## src/rtl/spi_slave_fsm.sv

```systemverilog
// rtl/spi_slave_fsm.sv - SPI slave transaction sequencer (optional abort_err via SPI_FSM_ERR_EN)
module spi_slave_fsm #(
    parameter int WORD_BITS = 8
) (
    input  logic clk,
    input  logic reset,
    input  logic cs_n,
    input  logic sclk_pos,
    input  logic sclk_neg,
    input  logic rw_bit,
    output logic addr_we,
    output logic sr_we,
    output logic dm_we,
    output logic miso_buff,
    output logic busy
`ifdef SPI_FSM_ERR_EN
    ,
    output logic abort_err
`endif
);

    localparam int CW = $clog2(WORD_BITS + 1);
    localparam logic [CW-1:0] LAST = CW'(WORD_BITS - 1);

    typedef enum logic [2:0] {
        IDLE,
        GET_ADDR,
        GOT_ADDR,
        READ_LOAD,
        READ_SEND,
        WRITE_GET,
        WRITE_STORE,
        DONE
    } state_t;

    state_t        state_q, state_d;
    logic [CW-1:0] cnt_q, cnt_d;

    always_ff @(posedge clk) begin
        if (reset) begin
            state_q <= IDLE;
            cnt_q   <= '0;
        end else begin
            state_q <= state_d;
            cnt_q   <= cnt_d;
        end
    end

    always_comb begin
        state_d = state_q;
        cnt_d   = cnt_q;
        // Chip-select loss mid-transaction wins over any edge pulse, including the final one
        if (cs_n && state_q != IDLE && state_q != DONE) begin
            state_d = IDLE;
            cnt_d   = '0;
        end else begin
            case (state_q)
                IDLE: begin
                    if (!cs_n) begin
                        state_d = GET_ADDR;
                        cnt_d   = '0;
                    end
                end
                GET_ADDR: begin
                    if (sclk_pos) begin
                        cnt_d = cnt_q + 1'b1;
                        if (cnt_q == LAST) state_d = GOT_ADDR;
                    end
                end
                GOT_ADDR: begin
                    state_d = rw_bit ? READ_LOAD : WRITE_GET;
                    cnt_d   = '0;
                end
                READ_LOAD: begin
                    state_d = READ_SEND;
                    cnt_d   = '0;
                end
                READ_SEND: begin
                    if (sclk_neg) begin
                        cnt_d = cnt_q + 1'b1;
                        if (cnt_q == LAST) state_d = DONE;
                    end
                end
                WRITE_GET: begin
                    if (sclk_pos) begin
                        cnt_d = cnt_q + 1'b1;
                        if (cnt_q == LAST) state_d = WRITE_STORE;
                    end
                end
                WRITE_STORE: state_d = DONE;
                DONE: begin
                    if (cs_n) state_d = IDLE;
                end
                default: begin
                    state_d = IDLE;
                    cnt_d   = '0;
                end
            endcase
        end
    end

    assign addr_we   = (state_q == GOT_ADDR);
    assign sr_we     = (state_q == READ_LOAD);
    assign dm_we     = (state_q == WRITE_STORE);
    assign miso_buff = (state_q == READ_SEND);
    assign busy      = (state_q != IDLE) && (state_q != DONE);

`ifdef SPI_FSM_ERR_EN
    logic abort;
    assign abort = cs_n && (state_q != IDLE) && (state_q != DONE);

    always_ff @(posedge clk) begin
        if (reset)                         abort_err <= 1'b0;
        else if (abort)                    abort_err <= 1'b1;
        else if (state_q == IDLE && !cs_n) abort_err <= 1'b0;
    end
`endif

endmodule
```

## config.mk

```make
export PLATFORM = sky130hd
export DESIGN_NAME = spi_slave_fsm
export DESIGN_NICKNAME = d
export VERILOG_FILES = /design/src/rtl/spi_slave_fsm.sv
export SDC_FILE = /design/constraint.sdc
export NUM_CORES = 1
export LEC_CHECK = 0
export ABC_CLOCK_PERIOD_IN_PS = 3800
export BUFFER_PORTS_ARGS = -buffer_cell sky130_fd_sc_hd__buf_2
export CAP_MARGIN = 25
export CORE_AREA = 2 2 39 41
export DETAILED_ROUTE_END_ITERATION = 10
export DIE_AREA = 0 0 41 43
export GPL_ROUTABILITY_DRIVEN = 1
export SYNTH_ARGS = -nofsm -noshare
export SYNTH_HDL_FRONTEND = slang
export SYNTH_SLANG_ARGS = --single-unit
```

## constraint.sdc

```tcl
create_clock -name clk -period 3.8 [get_ports clk]
set_input_delay 0.95 -clock clk [delete_from_list [all_inputs] [get_ports clk]]
set_output_delay 0.95 -clock clk [all_outputs]
set_load 0.01 [all_outputs]
```

==> results.py, run 1 <==
metrics = {
    "sta": {
        "timing.slew.headroom_pct": 63.3,
        "slew_violations": 0,
        "tightest_slew_ps": 545,
        "hold_viol_final": 0,
        "fmax_mhz": 431,
        "period_share_pct": 61.0,
        "tns_ps": 0,
        "grt_setup_unrepaired": "false",
        "finalSetupViolations": 0,
        "fin_ws_ps": 1480,
        "min_period_ps": 2320,
        "skew_ps": 4.49,
    },
    "setup_path": {
        "r2r_start": "state_q[0]",
        "end_kind": "primary output",
        "cp_top_family": "flip-flops",
        "r2r_setup_slack_ps": 2120,
        "start_kind": "register",
        "critPathMaxFanout": 15,
        "critical_path.cell_chain": "inv_1, and3_1, buf_2",
        "reg2reg_to": "cnt_q[3]",
        "ff2ff_path_depth": 4,
        "worst_ep_arrival_time_ps": 1370,
        "cpMaxStageDelayCell": "dfxtp_1",
        "cp_num_buf_inv": 2,
        "crit_start": "state_q[0]",
        "path_class": "register to primary output",
        "required_ps": 2850,
        "cpPeakStageDelay_ps": 600,
    },
    "yosys": {
        "synth_fp_nets": 72,
        "yosys.area_share.simple_pct": 34.2,
        "ys_types": 33,
        "synth_fa_ha_area_share_pct": 2.49,
        "netlist_instances": 65,
        "netlist.top_cell.by_area": "dfxtp_1",
        "synthXorXnorAreaFrac_pct": 1.75,
        "ys_seq_elements": 7,
        "syn_area_sq_um": 502,
        "synth_seq_area_share_pct": 27.9,
        "ys_warn_count": 0,
        "synth_area_per_cell_sq_um": 7.72,
        "synth_area_leaders": "dfxtp_1 28%, a21oi_1 5.0%, nor3b_1 4.5%",
        "synthMuxAreaShare_pct": 2.00,
        "synth_top_area_share_pct": 27.9,
        "synth_top_family_by_area": "simple AND/OR/NAND/NOR gates",
        "synth_compound_area_share_pct": 24.9,
    },
    "pwr": {
        "power.density_nw_per_um2": 470,
        "p_seq_share_pct": 38.7,
        "p_switching_uw": 102,
        "internal_power_uw": 169,
        "pwr-share-clk_pct": 24.4,
        "p_leak_uw": 0.000246,
        "irDropWorstVdd_uv": 211,
        "pwr-share-comb_pct": 36.8,
        "power.share.switching_pct": 37.7,
    },
    "cells_and_area": {
        "syn_to_final_growth_pct": 14.7,
        "nets": 82,
        "antenna_cells": 0,
        "fin_cells": 90,
        "final_util_pct": 41.6,
        "drive_gt1_share_pct": 20.3,
    },
    "clock_tree": {
        "cts.repair.resized": 0,
        "clk_pin_slew_ps": 50,
        "cts_buffer_depth": 2,
        "cts_hold_buf": 0,
        "cts_made_buffers": 3,
        "cts-root-buf": "clkbuf_4",
        "post_cts_buffers": 0,
        "cts_num_sinks": 7,
        "htreeDepth": 1,
        "cts_tree": "built",
        "clkLatencyLatePin_ps": 250,
    },
    "run": {
        "drv_cap": 0,
    },
    "die": {
        "start_util_pct": 36.3,
        "fp-row-count": 14,
        "num_io_pins": 11,
        "dieHeight_um": 43,
        "fp.coreArea_sq_um": 1380,
        "die-area_sq_um": 1760,
        "fp.dieW_um": 41,
    },
    "place": {
        "port_buffers": 10,
        "dp_cells": 86,
        "hpwl_um": 732,
        "dp_slack_ps": 1690,
        "routabilityCongestion": 0.734,
    },
    "drt": {
        "ant_nets": 0,
        "num_vias": 491,
        "firstDrtPassIters": 4,
        "wirelength_um": 1010,
        "drt_iter0_drc": 6,
        "routed_via_density": 5.46,
        "wire_per_inst_um": 11.3,
        "drc": 0,
    },
    "global_route": {
        "grt_pass1_wl_um": 1740,
        "antenna_found_initial": 0,
        "gr-usage-all-layers_pct": 14.9,
        "grt_pass1_vias": 408,
        "grt.overflow.total": 0,
        "grt_max_degree": 18,
    },
    "min_path": {
        "min_from": "cnt_q[3]",
        "min_path_type": "register to register",
        "hold_path_end": "cnt_q[3]",
        "hold_depth": 2,
    },
    "status": {
        "status": "complete, no violations",
    },
}
## tightest hold or removal path: cells and delay by family (launching register included)
kind	cells	cell delay, ps
DFF	1	310
AOI/OAI and AO/OA	2	130
## cell type report
class | instances | area [sq um]
repair buffers | 10 | 50.0
clock buffers | 4 | 26.3
fillers | 158 | 808
multi-input cells | 50 | 328
inverters | 3 | 11.3
flip-flops and latches | 7 | 140
well taps | 16 | 20.0
## through the flow
| stage | total power, uW | hold slack [ps] | instance area (sq um) |
|---|---|---|---|
| after floorplan | 184 | 454 | 502 |
| after global placement | 206 | 467 | 549 |
| after detailed placement | 205 | 481 | 549 |
| after CTS | 274 | 491 | 576 |
| after global routing | 297 | 552 | 576 |
| final | 271 | 488 | 576 |
## metal layers
| layer | up-vias | wire length, um | track usage [%] | share of wire (%) |
|---|---|---|---|---|
| li1 | 257 | - | - | - |
| met1 | 224 | 468 | 15.9 | 46 |
| met2 | 10 | 487 | 22.5 | 48 |
| met3 | 0 | 58 | 9.42 | 5.7 |
| met4 | 0 | 0 | 6.00 | 0 |
| met5 | - | 0 | 0 | 0 |
## flip-flops by register name, summed over array words and instances, names as in the netlist
register / cells
cnt_q: 4
state_q: 3
## layout by cell type, fill, tap and decap left out, types with 3 or more instances in the layout
cell type,instances
nor2_1,5
nor3_1,3
and3_1,3
nor3b_1,3
a21oi_1,5
dfxtp_1,7
nand2_1,4
inv_1,3
clkbuf_4,3
buf_2,10
## how the worst max path moves through the flow
| stage | cells past startpoint | end | slack, ps |
|---|---|---|---|
| after global placement | 5 | cnt_q[3] | 1700 |
| after global routing | 3 | dm_we | 1360 |
| after CTS | 3 | dm_we | 1470 |
| after floorplan | 5 | cnt_q[3] | 1780 |
| after detailed placement | 5 | cnt_q[3] | 1690 |
| final | 3 | dm_we | 1480 |
## synthesized netlist by cell type, drive strengths merged
cell    n
dfxtp   7
a21oi   5
nor2    5
nand2   4
and3    3
clkbuf  3
inv     3
nor3    3
nor3b   3
buf     2
nand3   2
nor2b   2
o21ai   2
o21bai  2
o31ai   2
a211o   1
a211oi  1
a21boi  1
a31oi   1
and3b   1
ha      1
mux2i   1
nand3b  1
nand4   1
nand4b  1
nor4b   1
o21a    1
o221ai  1
o41ai   1
or2     1
or3     1
xnor2   1
## logic make-up (layout without fill, tap and decap cells)
kind of cell | Yosys count | after routing
AND/OR/NAND/NOR | 29 | 29
buffers and inverters | 8 | 17
XOR/XNOR | 1 | 1
AO/OA/AOI/OAI | 18 | 18
flip-flops | 7 | 7
multiplexers | 1 | 1
adder cells (fa/ha/maj) | 1 | 1
## power by group through the flow
stage | Clock, uW | Combinational [uW] | Sequential [uW]
final | 66.1 | 99.7 | 105
after global routing | 78.2 | 111 | 107
after CTS | 69.6 | 100 | 105
after detailed placement | 0 | 99.0 | 106
after global placement | 0 | 99.5 | 107
after floorplan | 0 | 91.6 | 92.3
No activity file was read; power rests on OpenSTA's default activity.
==> inputs of run 2 (changes only) <==
--- a/config.mk
+++ b/config.mk
@@ -5,7 +5,7 @@
 export SDC_FILE = /design/constraint.sdc
 export NUM_CORES = 1
 export LEC_CHECK = 0
-export ABC_CLOCK_PERIOD_IN_PS = 3800
+export ABC_CLOCK_PERIOD_IN_PS = 2300
 export BUFFER_PORTS_ARGS = -buffer_cell sky130_fd_sc_hd__buf_2
 export CAP_MARGIN = 25
 export CORE_AREA = 2 2 39 41
==> constraint.sdc (replaced) <==
create_clock -name clk -period 2.3 [get_ports clk]
set_input_delay 0.575 -clock clk [delete_from_list [all_inputs] [get_ports clk]]
set_output_delay 0.575 -clock clk [all_outputs]
set_load 0.01 [all_outputs]
==> run 2 against run 1 <==
  * Hold slack lost 3.3 ps
  * Clock-buffer cell count is the same
  * Design area did not move
  * Worst setup slack worse by 1100 ps
==> results.py, run 2 (same netlist as run 1, synthesis figures left out) <==
metrics = {
    "pwr": {
        "power.density_nw_per_um2": 775,
        "pwr-share-comb_pct": 36.8,
        "pwr-share-clk_pct": 24.3,
        "p_seq_share_pct": 38.9,
        "p_leak_uw": 0.000246,
        "internal_power_uw": 279,
        "irDropWorstVdd_uv": 349,
        "power.share.switching_pct": 37.5,
        "p_switching_uw": 167,
        "power_uw": 446,
    },
    "die": {
        "fp.coreArea_sq_um": 1380,
        "fp-row-count": 14,
        "die-area_sq_um": 1760,
        "num_io_pins": 11,
        "start_util_pct": 36.3,
        "dieHeight_um": 43,
        "fp.dieW_um": 41,
    },
    "cells_and_area": {
        "syn_to_final_growth_pct": 14.7,
        "most-common-layout-cells": "10 x buf_2, 7 x dfxtp_1, 5 x nor2_1, 5 x a21oi_1, 4 x nand2_1",
        "nFillCells": 166,
        "final_common_cell": "buf_2",
        "antenna_cells": 0,
        "drive_gt1_share_pct": 20.3,
        "top_regs": "cnt_q: 4 flops, state_q: 3 flops",
        "fin_area_sq_um": 576,
        "final_util_pct": 41.6,
        "fin_cells": 90,
        "largest-register": "cnt_q",
        "nets": 82,
        "largest_reg_flops": 4,
    },
    "drt": {
        "wirelength_um": 1010,
        "ant_nets": 0,
        "firstDrtPassIters": 4,
        "routed_via_density": 5.47,
        "wire_per_inst_um": 11.2,
        "drt_iter0_drc": 10,
        "drc": 0,
        "num_vias": 492,
    },
    "setup_path": {
        "crit_start": "state_q[0]",
        "endpoint": "dm_we",
        "cp_top_family": "flip-flops",
        "path_class": "register to primary output",
        "required_ps": 1730,
        "r2r_start": "state_q[0]",
        "reg2reg_to": "cnt_q[3]",
        "worst_ep_arrival_time_ps": 1370,
        "end_kind": "primary output",
        "start_kind": "register",
        "r2r_setup_slack_ps": 610,
        "critPathMaxFanout": 15,
        "ff2ff_path_depth": 4,
        "critical_path.cell_chain": "inv_1, and3_1, buf_2",
        "cp_num_cells": 3,
        "cp_num_buf_inv": 2,
        "cpMaxStageDelayCell": "dfxtp_1",
        "cpPeakStageDelay_ps": 610,
    },
    "sta": {
        "tns_ps": 0,
        "period_share_pct": 84.7,
        "grt_setup_unrepaired": "false",
        "timing.slew.headroom_pct": 63.8,
        "hold_viol_final": 0,
        "skew_ps": 1.19,
        "tightest_slew_ps": 538,
        "finalSetupViolations": 0,
        "fmax_mhz": 513,
        "min_period_ps": 1950,
        "slew_violations": 0,
    },
    "clock_tree": {
        "post_cts_buffers": 0,
        "cts_num_sinks": 7,
        "clkLatencyLatePin_ps": 250,
        "cts.repair.resized": 0,
        "htreeDepth": 1,
        "cts_buffer_depth": 2,
        "cts-root-buf": "clkbuf_4",
        "cts_made_buffers": 3,
        "cts_tree": "built",
        "clk_pin_slew_ps": 50,
        "cts_hold_buf": 0,
    },
    "global_route": {
        "grt.overflow.total": 0,
        "antenna_found_initial": 0,
        "grt_pass1_wl_um": 1720,
        "gr-usage-all-layers_pct": 14.8,
        "grt_pass1_vias": 407,
        "grt_max_degree": 18,
    },
    "min_path": {
        "min_path_type": "register to register",
    },
    "place": {
        "hpwl_um": 744,
        "routabilityCongestion": 0.734,
        "dp_cells": 86,
        "port_buffers": 10,
        "place_area_sq_um": 549,
    },
    "status": {
        "status": "complete, no violations",
    },
    "run": {
        "drv_cap": 0,
    },
}
## run 2: worst min-delay path by stage
stage,from,to,slack (ps),cells after the start
detailed placement,cnt_q[3],cnt_q[3],480,2
finish,cnt_q[3],cnt_q[3],480,2
floorplan,cnt_q[3],cnt_q[3],450,2
global route,cnt_q[3],cnt_q[3],530,2
global placement,cnt_q[3],cnt_q[3],470,2
CTS,cnt_q[3],cnt_q[3],490,2
## run 2: worst min-delay path: stages (launching register included)
cell	delay, ps
dfxtp_1	310
o21ai_0	70
a21oi_1	60
## run 2: per-stage QoR
stage	setup slack (ps)	hold WS [ps]
5_1_grt	207	528
6_report	353	485
4_1_cts	328	489
3_3_place_gp	574	467
2_1_floorplan	652	454
3_5_place_dp	569	482
## run 2: layout make-up
| class | instances | area, sq um | share of cell area [%] |
|---|---|---|---|
| Tap cell | 16 | 20.0 | 3.48 |
| Clock buffer | 4 | 26.3 | 4.57 |
| Timing Repair Buffer | 10 | 50.0 | 8.70 |
| Sequential cell | 7 | 140 | 24.3 |
| Inverter | 3 | 11.3 | 1.96 |
| Multi-Input combinational cell | 50 | 328 | 57.0 |
## run 2: power by group through the flow
stage / clock [uW] / combinational [uW] / sequential, uW
CTS: 115 / 166 / 175
detailed placement: 0 / 163 / 177
finish: 108 / 164 / 174
global placement: 0 / 164 / 176
global route: 126 / 184 / 180
floorplan: 0 / 151 / 153
## run 2: per-layer routing
metal	GRT usage, %	vias up	wire length (um)
li1	-	257	-
met1	15.9	225	483
met2	22.2	10	464
met3	9.42	0	64
met4	6.00	0	0
met5	0	-	0
